===== config.mk =====
export PLATFORM = sky130hd
export DESIGN_NAME = mmio_gpio_bank_flat
export DESIGN_NICKNAME = d
export VERILOG_FILES = /design/src/rtl/mmio_gpio_bank_if.sv /design/src/rtl/mmio_gpio_bank.sv /design/src/flat_wrapper.sv
export SDC_FILE = /design/constraint.sdc
export NUM_CORES = 1
export LEC_CHECK = 0
export CELL_PAD_IN_SITES_DETAIL_PLACEMENT = 1
export CELL_PAD_IN_SITES_GLOBAL_PLACEMENT = 1
export CORE_ASPECT_RATIO = 0.75
export CORE_MARGIN = 3
export CORE_UTILIZATION = 40
export DETAILED_ROUTE_END_ITERATION = 16
export PLACE_DENSITY_LB_ADDON = 0.1
export SLEW_MARGIN = 10
export SYNTH_ARGS = -nofsm -noshare
export SYNTH_HDL_FRONTEND = slang
export SYNTH_SLANG_ARGS = --single-unit

===== constraint.sdc =====
create_clock -name clk -period 2.6 [get_ports clk]
set_clock_uncertainty 0.1 [all_clocks]
set_input_delay 0.52 -clock clk [delete_from_list [all_inputs] [get_ports clk]]
set_output_delay 0.52 -clock clk [all_outputs]
set_load 0.005 [all_outputs]

===== src/rtl/mmio_gpio_bank_if.sv =====
`default_nettype none
// ============================================================================
// Module   : mmio_gpio_bank_if
// Purpose  : Data-space bus between the datapath (DAR/MDR) and the GPIO bank.
// Revision : 1.0
// ============================================================================
interface mmio_gpio_bank_if #(
    parameter int DATA_W = 8,
    parameter int ADDR_W = 10
);
    logic [ADDR_W-1:0] addr;
    logic              w_en;
    logic [DATA_W-1:0] d_in;
    logic [DATA_W-1:0] d_out;
    logic              hit;

    modport master (output addr, output w_en, output d_in, input d_out, input hit);
    modport slave  (input addr, input w_en, input d_in, output d_out, output hit);
endinterface
`default_nettype wire


===== src/rtl/mmio_gpio_bank.sv =====
`default_nettype none
// ============================================================================
// Module   : mmio_gpio_bank
// Purpose  : N_PORTS memory-mapped GPIO ports with sync, sticky edges and IRQ.
// Revision : 1.0
// ============================================================================
module mmio_gpio_bank #(
    parameter int                 DATA_W    = 8,
    parameter int                 ADDR_W    = 10,
    parameter int                 N_PORTS   = 4,
    parameter int                 PORT_W    = 4,
    parameter logic [ADDR_W-1:0]  BASE_ADDR = ADDR_W'('h3C0)
) (
    input  wire logic                        clk,
    input  wire logic                        rst_n,
    mmio_gpio_bank_if.slave                  bus,
    input  wire logic [N_PORTS*PORT_W-1:0]   io_in,
    output logic      [N_PORTS*PORT_W-1:0]   io_out,
    output logic      [N_PORTS*PORT_W-1:0]   io_oe,
    output logic                             irq
);
    localparam int                W        = N_PORTS * PORT_W;
    localparam int                PIW      = ADDR_W - 2;
    localparam logic [ADDR_W-1:0] c_IE_OFF = ADDR_W'(4 * N_PORTS);

    logic [W-1:0]       r_s1, r_s2, r_s3;
    logic [W-1:0]       r_out, r_dir, r_edge;
    logic [N_PORTS-1:0] r_ie;
    logic [1:0]         r_cnt;
    logic               r_irq;

    logic [ADDR_W-1:0]  w_off;
    logic               w_hit, w_we, w_is_ie, w_armed;
    logic [PIW-1:0]     w_pidx;
    logic [1:0]         w_reg;
    logic [N_PORTS-1:0] w_out_we, w_dir_we, w_port_any;
    logic [W-1:0]       w_clr, w_rise;
    logic [DATA_W-1:0]  w_rd;
    logic               w_unused_din;

    assign w_off    = bus.addr - BASE_ADDR;
    assign w_hit    = (bus.addr >= BASE_ADDR) && (w_off <= c_IE_OFF);
    assign w_we     = bus.w_en && w_hit;
    assign w_is_ie  = (w_off == c_IE_OFF);
    assign w_pidx   = w_off[ADDR_W-1:2];
    assign w_reg    = w_off[1:0];
    assign w_rise   = r_s2 & ~r_s3;
    // Edges are ignored until the sync pipeline has been refilled after reset.
    assign w_armed  = (r_cnt == 2'd3);
    assign w_unused_din = ^bus.d_in;

    always_comb begin
        w_out_we   = '0;
        w_dir_we   = '0;
        w_clr      = '0;
        w_port_any = '0;
        for (int p = 0; p < N_PORTS; p++) begin
            w_port_any[p] = |r_edge[p*PORT_W +: PORT_W];
            if (w_we && !w_is_ie && (w_pidx == PIW'(p))) begin
                case (w_reg)
                    2'd1:    w_out_we[p] = 1'b1;
                    2'd2:    w_dir_we[p] = 1'b1;
                    2'd3:    w_clr[p*PORT_W +: PORT_W] = bus.d_in[PORT_W-1:0];
                    default: ;
                endcase
            end
        end
    end

    always_comb begin
        w_rd = '0;
        if (w_hit) begin
            if (w_is_ie) begin
                w_rd[N_PORTS-1:0] = r_ie;
            end else begin
                for (int p = 0; p < N_PORTS; p++) begin
                    if (w_pidx == PIW'(p)) begin
                        case (w_reg)
                            2'd0:    w_rd[PORT_W-1:0] = r_s2[p*PORT_W +: PORT_W];
                            2'd1:    w_rd[PORT_W-1:0] = r_out[p*PORT_W +: PORT_W];
                            2'd2:    w_rd[PORT_W-1:0] = r_dir[p*PORT_W +: PORT_W];
                            default: w_rd[PORT_W-1:0] = r_edge[p*PORT_W +: PORT_W];
                        endcase
                    end
                end
            end
        end
    end

    always_ff @(posedge clk) begin
        if (!rst_n) begin
            r_s1   <= '0;
            r_s2   <= '0;
            r_s3   <= '0;
            r_out  <= '0;
            r_dir  <= '0;
            r_edge <= '0;
            r_ie   <= '0;
            r_cnt  <= 2'd0;
            r_irq  <= 1'b0;
        end else begin
            r_s1 <= io_in;
            r_s2 <= r_s1;
            r_s3 <= r_s2;
            if (!w_armed) begin
                r_cnt <= r_cnt + 2'd1;
            end
            for (int p = 0; p < N_PORTS; p++) begin
                if (w_out_we[p]) r_out[p*PORT_W +: PORT_W] <= bus.d_in[PORT_W-1:0];
                if (w_dir_we[p]) r_dir[p*PORT_W +: PORT_W] <= bus.d_in[PORT_W-1:0];
            end
            // A rising edge in the same cycle as its W1C keeps the bit set.
            r_edge <= (r_edge & ~w_clr) | (w_rise & {W{w_armed}});
            if (w_we && w_is_ie) begin
                r_ie <= bus.d_in[N_PORTS-1:0];
            end
            r_irq <= |(r_ie & w_port_any);
        end
    end

    assign bus.d_out = w_rd;
    assign bus.hit   = w_hit;
    assign io_out    = r_out;
    assign io_oe     = r_dir;
    assign irq       = r_irq;
endmodule
`default_nettype wire


===== src/flat_wrapper.sv =====
// flat-port wrapper written by rule: the top's interface ports become plain ports
module mmio_gpio_bank_flat 
#(
    parameter int                 DATA_W    = 8,
    parameter int                 ADDR_W    = 10,
    parameter int                 N_PORTS   = 4,
    parameter int                 PORT_W    = 4,
    parameter logic [ADDR_W-1:0]  BASE_ADDR = ADDR_W'('h3C0)
)
  (clk, rst_n, io_in, io_out, io_oe, irq, bus_addr, bus_w_en, bus_d_in, bus_d_out, bus_hit);
  mmio_gpio_bank_if #(.DATA_W(DATA_W), .ADDR_W(ADDR_W)) bus_i ();
  input  wire logic clk;
  input  wire logic rst_n;
  input  wire logic [N_PORTS*PORT_W-1:0] io_in;
  output logic      [N_PORTS*PORT_W-1:0] io_out;
  output logic      [N_PORTS*PORT_W-1:0] io_oe;
  output logic irq;
  input wire logic [$bits(bus_i.addr)-1:0] bus_addr;
  input wire logic [$bits(bus_i.w_en)-1:0] bus_w_en;
  input wire logic [$bits(bus_i.d_in)-1:0] bus_d_in;
  output wire logic [$bits(bus_i.d_out)-1:0] bus_d_out;
  output wire logic [$bits(bus_i.hit)-1:0] bus_hit;
  assign bus_i.addr = bus_addr;
  assign bus_i.w_en = bus_w_en;
  assign bus_i.d_in = bus_d_in;
  assign bus_d_out = bus_i.d_out;
  assign bus_hit = bus_i.hit;
  mmio_gpio_bank #(.DATA_W(DATA_W), .ADDR_W(ADDR_W), .N_PORTS(N_PORTS), .PORT_W(PORT_W), .BASE_ADDR(BASE_ADDR)) u_core (.clk(clk), .rst_n(rst_n), .bus(bus_i), .io_in(io_in), .io_out(io_out), .io_oe(io_oe), .irq(irq));
endmodule

==> metrics, run 1 <==
status=finished, final reports clean; min Tclk post-route=about 2600 ps; Critical Path RT=2710 ps; via count=3804; Yosys top cell area share=approximately 48%; share of cells above drive strength 1=roughly a fifth; clk sinks=103; I/O Buffers=70; maximum VDD drop=0.3194 mV; Ys Warns=0; unrepaired setup endpoints after global routing=yes; GR met2 Demand/Resource=37.81%; grt peak-use layer=met2; vias per cell=5.594; worst hold path type=reg -> reg; Seq/Total Area, Yosys=about half; Final nets=577; Layout area overhead=35.67%; die height=95.69 µm; DRT iter0 DRCs=230; vias in the first global route=3875; Min Hold Slack=332.5 ps; CTS tree=built; Detailed Route WL=13690 µm; pins over their slew limit=0; leading post-synthesis cells by cell area=dfxtp_1 (48%), mux4_2 (7.9%), and2_1 (7.0%); Tcrit/Tclk final=99.70%; pre-CTS setup slack=-756.1 ps; routed len/inst=20.14 µm; Final HPWL DP=between 9000 and 10000 µm; GRT met1 Usage=30.29%; # IOs=79; Reg area=0.002062 mm²; endpoints failing hold=0; Worst setup EP type=register; Yosys cell types=39; met3 Track Usage GR=4.160%; drt first pass iters=4; worst setup margin=7.873 ps; Startpoint Class=input port; FF+latch count, synth=103; number of enable flip-flop cells after synthesis=0; Max Cap Viol=0; GRT overflow=0; Avg Cell Area, Syn=10.00 µm²; total track usage=23.04%; CTS Buf Count=9; Cell Rows=32; DIE AREA=0.01202 mm²; antenna violations before repair=0; Main synth FF type=dfxtp_1; synthesized cell area=0.004290 mm²; starting density of the core=about two fifths; fmax=between 300 and 400 MHz; arrival time at the worst endpoint=2700 ps; H-tree lvl count=3; drt drc=0; root buffer cell=clkbuf_16; Finished Layout Cells=680; setup TNS=0 ps; largest net degree at the start of global routing=a little under 50; asr flop ratio synth=0%; first-pass GRT wire length=21340 µm; core area=0.01037 mm²; critical path fanouts, max=4; diodes inserted=0; power per standard cell area=552.2 mW/mm²; final setup fails=0; worst skew pair latency=350 ps; Leakage=about 2.1 nW; cell taking the most area after synthesis=dfxtp_1; Placer Congestion=0.8794; Placed Cells=639; Hold-fix buffers, CTS=0; Multi-input gate area=between 0.002 and 0.0025 mm²; Clk pin slew, worst setup/hold paths=around 70 ps; cell count after synthesis=approximately 430; Bufs on Longest Clock Path=2; WS Path Type=in -> reg; Die X=125.6 µm; Worst-Margin Slew=769.5 ps; Antenna Violating Nets Remaining=0; fillers=1136; max_slew headroom=48.70%
per-layer routing:
layer  wire length, µm  up-vias
met5                 0        -
met4               396        0
met3               684       33
met2              6471      141
met1              6142     1887
li1                  -     1743
logic make-up after synthesis:
logic type	share of synthesized area, %
DFF	48.06
AOI/OAI and AO/OA	11.34
other	0.08741
adders and majority gates	0.2916
buffers and inverters	4.141
xor gates and xnor gates	0.2042
muxes	13.27
and+or+nand+nor	22.60
stage by stage:
step / instance area (µm²) / power (mW) / util [%]
4_1_cts: 5784 / 3.235 / 55.78
3_3_place_gp: 5320 / 1.935 / 51.30
2_1_floorplan: 4302 / 1.815 / -
5_1_grt: 5821 / 3.335 / 56.13
3_5_place_dp: 5320 / 1.942 / 51.30
6_report: 5821 / 3.214 / 56.13
cell usage in the layout, fill, tap and decap left out, types with 3 or more instances in the layout:
cell and n:
conb_1 4, o31ai_1 4, a21oi_1 40, clkdlybuf4s50_1 56
nand2_1 24, buf_2 5, o41ai_1 4, dfxtp_1 103
nand4bb_1 4, buf_4 55, nor2_1 19, nand3b_1 17
buf_6 3, clkbuf_16 9, nor4_2 3, dlygate4sd2_1 6
nand3_1 17, and2_1 48, clkbuf_1 3, mux4_2 15
inv_1 3, o21ai_0 33, nand4_1 6, mux2i_1 22
sequential cells by signal, summed over array words and instances (netlist names):
signal         cells
u_core.r_ie        4
u_core.r_edge     16
u_core.r_s2       16
u_core.r_s1       16
u_core.irq         1
u_core.r_cnt       2
u_core.r_s3       16
u_core.io_oe      16
u_core.io_out     16
critical path: stages:
cell and delay (ps):
dlygate4sd2_1 230, nand4_1 120, buf_4 170, nand4bb_1 240, buf_4 180, buf_4 120
buf_4 120, buf_4 120, buf_4 120, buf_4 120, buf_4 120, buf_4 140
o31ai_1 240, a21oi_1 130
synth_stat cells, types with 2 or more instances:
cell	count
o41ai_1	4
and4bb_2	2
nand4bb_1	4
nand4_1	6
mux4_2	15
nor3_1	2
clkbuf_1	25
nand3b_1	17
inv_1	3
a31oi_1	2
and2_1	48
buf_4	4
nor4_2	3
mux2i_1	22
nand3_1	17
nor4bb_1	2
a21oi_1	41
nand2b_1	2
buf_2	7
a32o_1	3
o21ai_0	33
nor2_1	21
o31ai_1	4
nor4b_2	2
dfxtp_1	103
nand2_1	24
layout make-up:
cell class	instances	area share [%]
clock inverter	2	0.2580
timing repair buffer	133	20.81
tap	136	2.923
multi-input combinational	288	35.79
inverter	4	0.2580
sequential	103	35.43
clock buffer	14	4.536
repair_timing:
item                                    4_1_cts  5_1_grt
cloned                                        2        0
setup buffers                                21        2
pin swaps                                     6        7
hold endpoints to repair                      0        0
endpoints found under the setup margin        5        8
gates resized for setup                      41        8
final timing paths:
check        slack (ps)  cells after the start          endpoint            start
min                 330                      1    u_core.r_s2[6]   u_core.r_s1[6]
min reg2reg         330                      1    u_core.r_s2[6]   u_core.r_s1[6]
max reg2reg        1050                      3  u_core.r_edge[6]  u_core.r_cnt[0]
max                   8                     14    u_core.r_ie[0]      bus_addr[6]
where the power goes:
| group | internal (mW) | switching [mW] | leakage (nW) | total [mW] |
|---|---|---|---|---|
| Combinational | 0.142 | 0.146 | 1.17 | 0.288 |
| Sequential | 1.62 | 0.0240 | 0.838 | 1.64 |
| Clock | 0.704 | 0.579 | 0.129 | 1.28 |
Note: power is estimated with default switching activity, not from simulation.
==> run 2, diff against run 1 <==
--- a/config.mk
+++ b/config.mk
@@ -12,6 +12,7 @@
 export CORE_UTILIZATION = 40
 export DETAILED_ROUTE_END_ITERATION = 16
 export PLACE_DENSITY_LB_ADDON = 0.1
+export REMOVE_ABC_BUFFERS = 1
 export SLEW_MARGIN = 10
 export SYNTH_ARGS = -nofsm -noshare
 export SYNTH_HDL_FRONTEND = slang
==> metrics, run 2 (synthesis gave the netlist of run 1 again) <==
status=finished, final reports clean; Worst-Margin Slew=777.0 ps (+7.451 ps); clk sinks=103 (unchanged); Critical Path RT=1980 ps (-730 ps); CTS tree=built; Worst Setup SP=bus_addr[1]; CTS Buf Count=9 (unchanged); fmax=387.7 MHz (+0.49%); Bufs on Longest Clock Path=2 (unchanged); # IOs=79 (unchanged); Leakage=2.126 nW (-0.30%); reg-to-reg slack, setup=1050 ps (about the same); drt drc=0 (unchanged); die height=95.69 µm (unchanged); starting density of the core=41.37% (unchanged); Min Hold Slack=337.3 ps (+4.818 ps); Tcrit/Tclk final=99.22% (-0.48 points); Die X=125.6 µm (unchanged); antenna violations before repair=0 (unchanged); Hold-fix buffers, CTS=0 (unchanged); routed len/inst=21.29 µm (+5.7%); pins over their slew limit=0 (unchanged); unrepaired setup endpoints after global routing=yes; WHS Endpoint=u_core.r_s2[7]; Worst setup EP type=output pin; Final nets=571 (-1.0%); Placed Cells=649 (+1.6%); commonest non-fill, non-tap cell in the layout=dfxtp_1; largest net degree at the start of global routing=49 (unchanged); Detailed Route WL=14350 µm (+4.8%); worst hold path type=reg -> reg; H-tree lvl count=3 (unchanged); first-pass GRT wire length=22380 µm (+4.9%); worst skew pair latency=350 ps (about the same); Startpoint Class=input port; total track usage=24.34% (+1.3 points); hold_sp=u_core.r_s1[7]; via count=3818 (+0.37%); hold path depth=1 (unchanged); Finished Layout Cells=674 (-0.88%); endpoints failing hold=0 (unchanged); Max Cap Viol=0 (unchanged); critical path fanouts, max=8 (+4); DIE AREA=0.01202 mm² (unchanged); arrival time at the worst endpoint=1960 ps (-740 ps); power per standard cell area=567.4 mW/mm² (+2.8%); Antenna Violating Nets Remaining=0 (unchanged); GRT overflow=0 (unchanged); DRT iter0 DRCs=413 (+80%); diodes inserted=0 (unchanged); maximum VDD drop=0.3762 mV (+18%); core area=0.01037 mm² (unchanged); Placer Congestion=0.9315 (+5.9%); root buffer cell=clkbuf_16; Crit Reg-Reg Startpoint=u_core.r_edge[3]; R2R depth=2 (-1); WS Path Type=in -> out; I/O Buffers=70 (unchanged); max_slew headroom=48.04% (-0.66 points); Clk pin slew, worst setup/hold paths=70 ps (about the same); Cell Rows=32 (unchanged); worst setup margin=20.40 ps (+12.53 ps); pre-CTS setup slack=-735.1 ps (+20.96 ps); vias per cell=5.665 (+1.3%); share of cells above drive strength 1=20.82% (-0.32 points); most frequent cells in the layout=dfxtp_1 (103), clkdlybuf4s50_1 (57), buf_4 (52); Crit Reg-Reg Endpoint=u_core.irq; min Tclk post-route=2580 ps (-12.53 ps); Layout area overhead=35.05%; final setup fails=0 (unchanged); Final HPWL DP=9954 µm (+6.4%); drt first pass iters=5 (+1); vias in the first global route=3936 (+1.6%)
-- run 2: cell types whose count changed in the layout (fill, tap and decap cells not counted), moves of 2 or more --
cell	before	now
buf_2	5	3
buf_4	55	52
buf_8	2	0
clkbuf_8	2	0
clkinv_2	0	2
-- run 2: worst max path at each step --
stage	depth (start not counted)	slack, ps	to
floorplan	4	310	bus_d_out[2]
global placement	7	-720	bus_d_out[1]
detailed placement	7	-740	bus_d_out[3]
CTS	8	-3	bus_d_out[0]
global route	8	-40	bus_d_out[0]
finish	8	20	bus_d_out[0]
-- run 2: cell type report --
type / count / area (µm²)
multi-input cells: 288 / 2100
clock buffers: 11 / 232.7
clock inverters: 5 / 56.30
repair buffers: 127 / 1159
inverters: 4 / 15.01
flip-flops and latches: 103 / 2062
well taps: 136 / 170.2
fillers: 1148 / 4576
-- run 2: report_power, final --
group          internal (mW)  switching, mW
clock                  0.748          0.599
combinational          0.143          0.156
sequential              1.62         0.0236
-- run 2: through the flow --
stage          setup TNS (ps)  utilization [%]  cell area, µm²  total power, mW
2_1_floorplan               0                -            4139            1.771
3_3_place_gp            -5625            52.03            5395            1.946
3_5_place_dp            -6848            52.03            5395            1.958
4_1_cts                -3.012            55.74            5781            3.302
5_1_grt                -52.81            55.88            5794            3.426
6_report                    0            55.88            5794            3.288
-- run 2: layer usage --
layer | part of all wire [%] | vias to the layer above | GRT usage (%)
li1 | - | 1731 | -
met1 | 46 | 1887 | 33.25
met2 | 44 | 176 | 37.06
met3 | 8.5 | 24 | 7.488
met4 | 2.0 | 0 | 8.032
met5 | 0 | - | 0
-- run 2: what timing repair did --
| item | 4_1_cts | 5_1_grt |
|---|---|---|
| buffers inserted | 7 | 1 |
| pin swaps | 6 | 6 |
| setup endpoints to repair | 5 | 4 |
| resized for setup | 43 | 6 |
| cloned | 1 | 0 |
-- run 2: worst max-delay path, stage by stage --
cell and delay, ps:
buf_12 90, buf_12 130, buf_6 90, mux4_2 500, a21oi_2 150, nand2_1 70, a32o_2 270, buf_2 130
==> run 3, diff against run 2 <==
--- a/config.mk
+++ b/config.mk
@@ -9,8 +9,9 @@
 export CELL_PAD_IN_SITES_GLOBAL_PLACEMENT = 1
 export CORE_ASPECT_RATIO = 0.75
 export CORE_MARGIN = 3
-export CORE_UTILIZATION = 40
+export CORE_UTILIZATION = 48
 export DETAILED_ROUTE_END_ITERATION = 16
+export DONT_BUFFER_PORTS = 1
 export PLACE_DENSITY_LB_ADDON = 0.1
 export REMOVE_ABC_BUFFERS = 1
 export SLEW_MARGIN = 10
==> metrics, run 3 (synthesis gave the netlist of run 1 again) <==
Leakage=1.606 nW (-24%); WS Path Type=reg -> out; I/O Buffers=0 (-100%); CTS tree=built; fmax=427.0 MHz (+10%); CP max stage delay=490 ps (about the same); CP Cell Sequence=mux4_2 > mux2i_1 > nand2_1 > a32o_1; DRT iter0 DRCs=198 (-52%); CTS Buf Count=9 (unchanged); core area=0.008563 mm² (-17%); routed len/inst=22.94 µm (+7.7%); commonest non-fill, non-tap cell in the layout=dfxtp_1; R2R depth=4 (+2); via count=3350 (-12%); Final nets=458 (-20%); Clk pin slew, worst setup/hold paths=70 ps (about the same); root buffer cell=clkbuf_16; WHS Endpoint=u_core.r_s1[6]; Worst path slowest cell=mux4_2; Layout area overhead=9.566%; Crit Reg-Reg Startpoint=u_core.r_cnt[1]; most frequent cells in the layout=dfxtp_1 (103), and2_1 (48), a21oi_1 (41); power per standard cell area=675.1 mW/mm² (+19%); Worst Setup SP=u_core.r_edge[8]; post-CTS setup buffers=0 (-7); vias per cell=6.285 (+11%); Max Cap Viol=0 (unchanged); starting density of the core=50.10% (+8.7 points); CTS resizes=0 (-100%); maximum VDD drop=0.4432 mV (+18%); first-pass GRT wire length=19290 µm (-14%); reg-to-reg slack, setup=1000 ps (-50 ps); Placer Congestion=0.8421 (-9.6%); DIE AREA=0.01012 mm² (-16%); Hold-fix buffers, CTS=0 (unchanged); H-tree lvl count=3 (unchanged); endpoints failing hold=0 (unchanged); diodes inserted=0 (unchanged); drt first pass iters=4 (-1); Worst setup EP type=output pin; hold_sp=rst_n; vias in the first global route=3394 (-14%); total track usage=25.19% (+0.85 points); hold path depth=1 (unchanged); clk sinks=103 (unchanged); arrival time at the worst endpoint=1720 ps (-240 ps); worst skew pair latency=340 ps (about the same); Critical Path RT=1980 ps (about the same); # IOs=79 (unchanged); status=finished, final reports clean; Tcrit/Tclk final=90.08% (-9.1 points); Worst-Margin Slew=639.2 ps (-137.8 ps); largest net degree at the start of global routing=50 (+2.0%); setup TNS=0 ps (unchanged); min Tclk post-route=2342 ps (-237.5 ps); Final HPWL DP=8280 µm (-17%); final setup fails=0 (unchanged); GRT overflow=0 (unchanged); pins over their slew limit=0 (unchanged); Bufs on Longest Clock Path=2 (unchanged); critical path fanouts, max=3 (-5); die height=87.88 µm (-8.2%); unrepaired setup endpoints after global routing=no; drt drc=0 (unchanged); max_slew headroom=57.39% (+9.3 points); antenna violations before repair=0 (unchanged); Die X=115.2 µm (-8.3%); Detailed Route WL=12230 µm (-15%); Startpoint Class=register; Tot Pwr=3.174 mW (-3.5%); Cell Rows=29 (-9.4%); Crit Reg-Reg Endpoint=u_core.r_edge[0]; share of cells above drive strength 1=13.18% (-7.6 points); Antenna Violating Nets Remaining=0 (unchanged); worst hold path type=in -> reg
run 3: metrics by stage:
step                      area [µm²]  util, %  setup slack (ps)  std cells  hold slack (ps)
after CTS                       4701    54.89             238.5        533            188.7
after global placement          4392    51.29             401.3        517            313.4
after detailed placement        4392    51.29             356.5        517            321.4
final                           4701    54.89             257.9        533            197.3
after floorplan                 4139        -             308.6        395            311.8
after global routing            4701    54.89             166.4        533            184.4
run 3: worst max-delay path by stage:
| stage | endpoint | slack [ps] | depth (start not counted) |
|---|---|---|---|
| global placement | bus_d_out[3] | 400 | 4 |
| floorplan | bus_d_out[2] | 310 | 4 |
| finish | bus_d_out[0] | 260 | 4 |
| detailed placement | u_core.io_out[4] | 360 | 4 |
| CTS | bus_d_out[0] | 240 | 4 |
| global route | bus_d_out[0] | 170 | 4 |
run 3: critical path: cells and delay by family, from the launching register on:
| family | cells | cell delay, ps |
|---|---|---|
| multiplexers | 2 | 650 |
| flip-flops | 1 | 340 |
| AO/OA/AOI/OAI | 1 | 290 |
| AND/OR/NAND/NOR | 1 | 90 |
run 3: final cells by class:
cell class	instances	area [µm²]
Multi-Input combinational cell	288	2062
Fill cell	958	3862
Clock inverter	5	56.30
Tap cell	108	135.1
Timing Repair Buffer	14	117.6
Sequential cell	103	2062
Clock buffer	11	252.7
Inverter	4	15.01
run 3: power by group:
group | internal (mW) | total, mW | switching (mW)
sequential | 1.62 | 1.64 | 0.0208
clock | 0.797 | 1.38 | 0.587
combinational | 0.0708 | 0.150 | 0.0790
total | 2.49 | 3.17 | 0.687
run 3: layer usage:
layer	GRT usage [%]	share of wire (%)	vias up	wire length (µm)
li1	-	-	1504	-
met2	39.81	46	125	5632
met3	6.561	8.1	14	995
met5	0	0	-	0
met4	7.143	1.5	0	180
met1	34.33	44	1707	5420
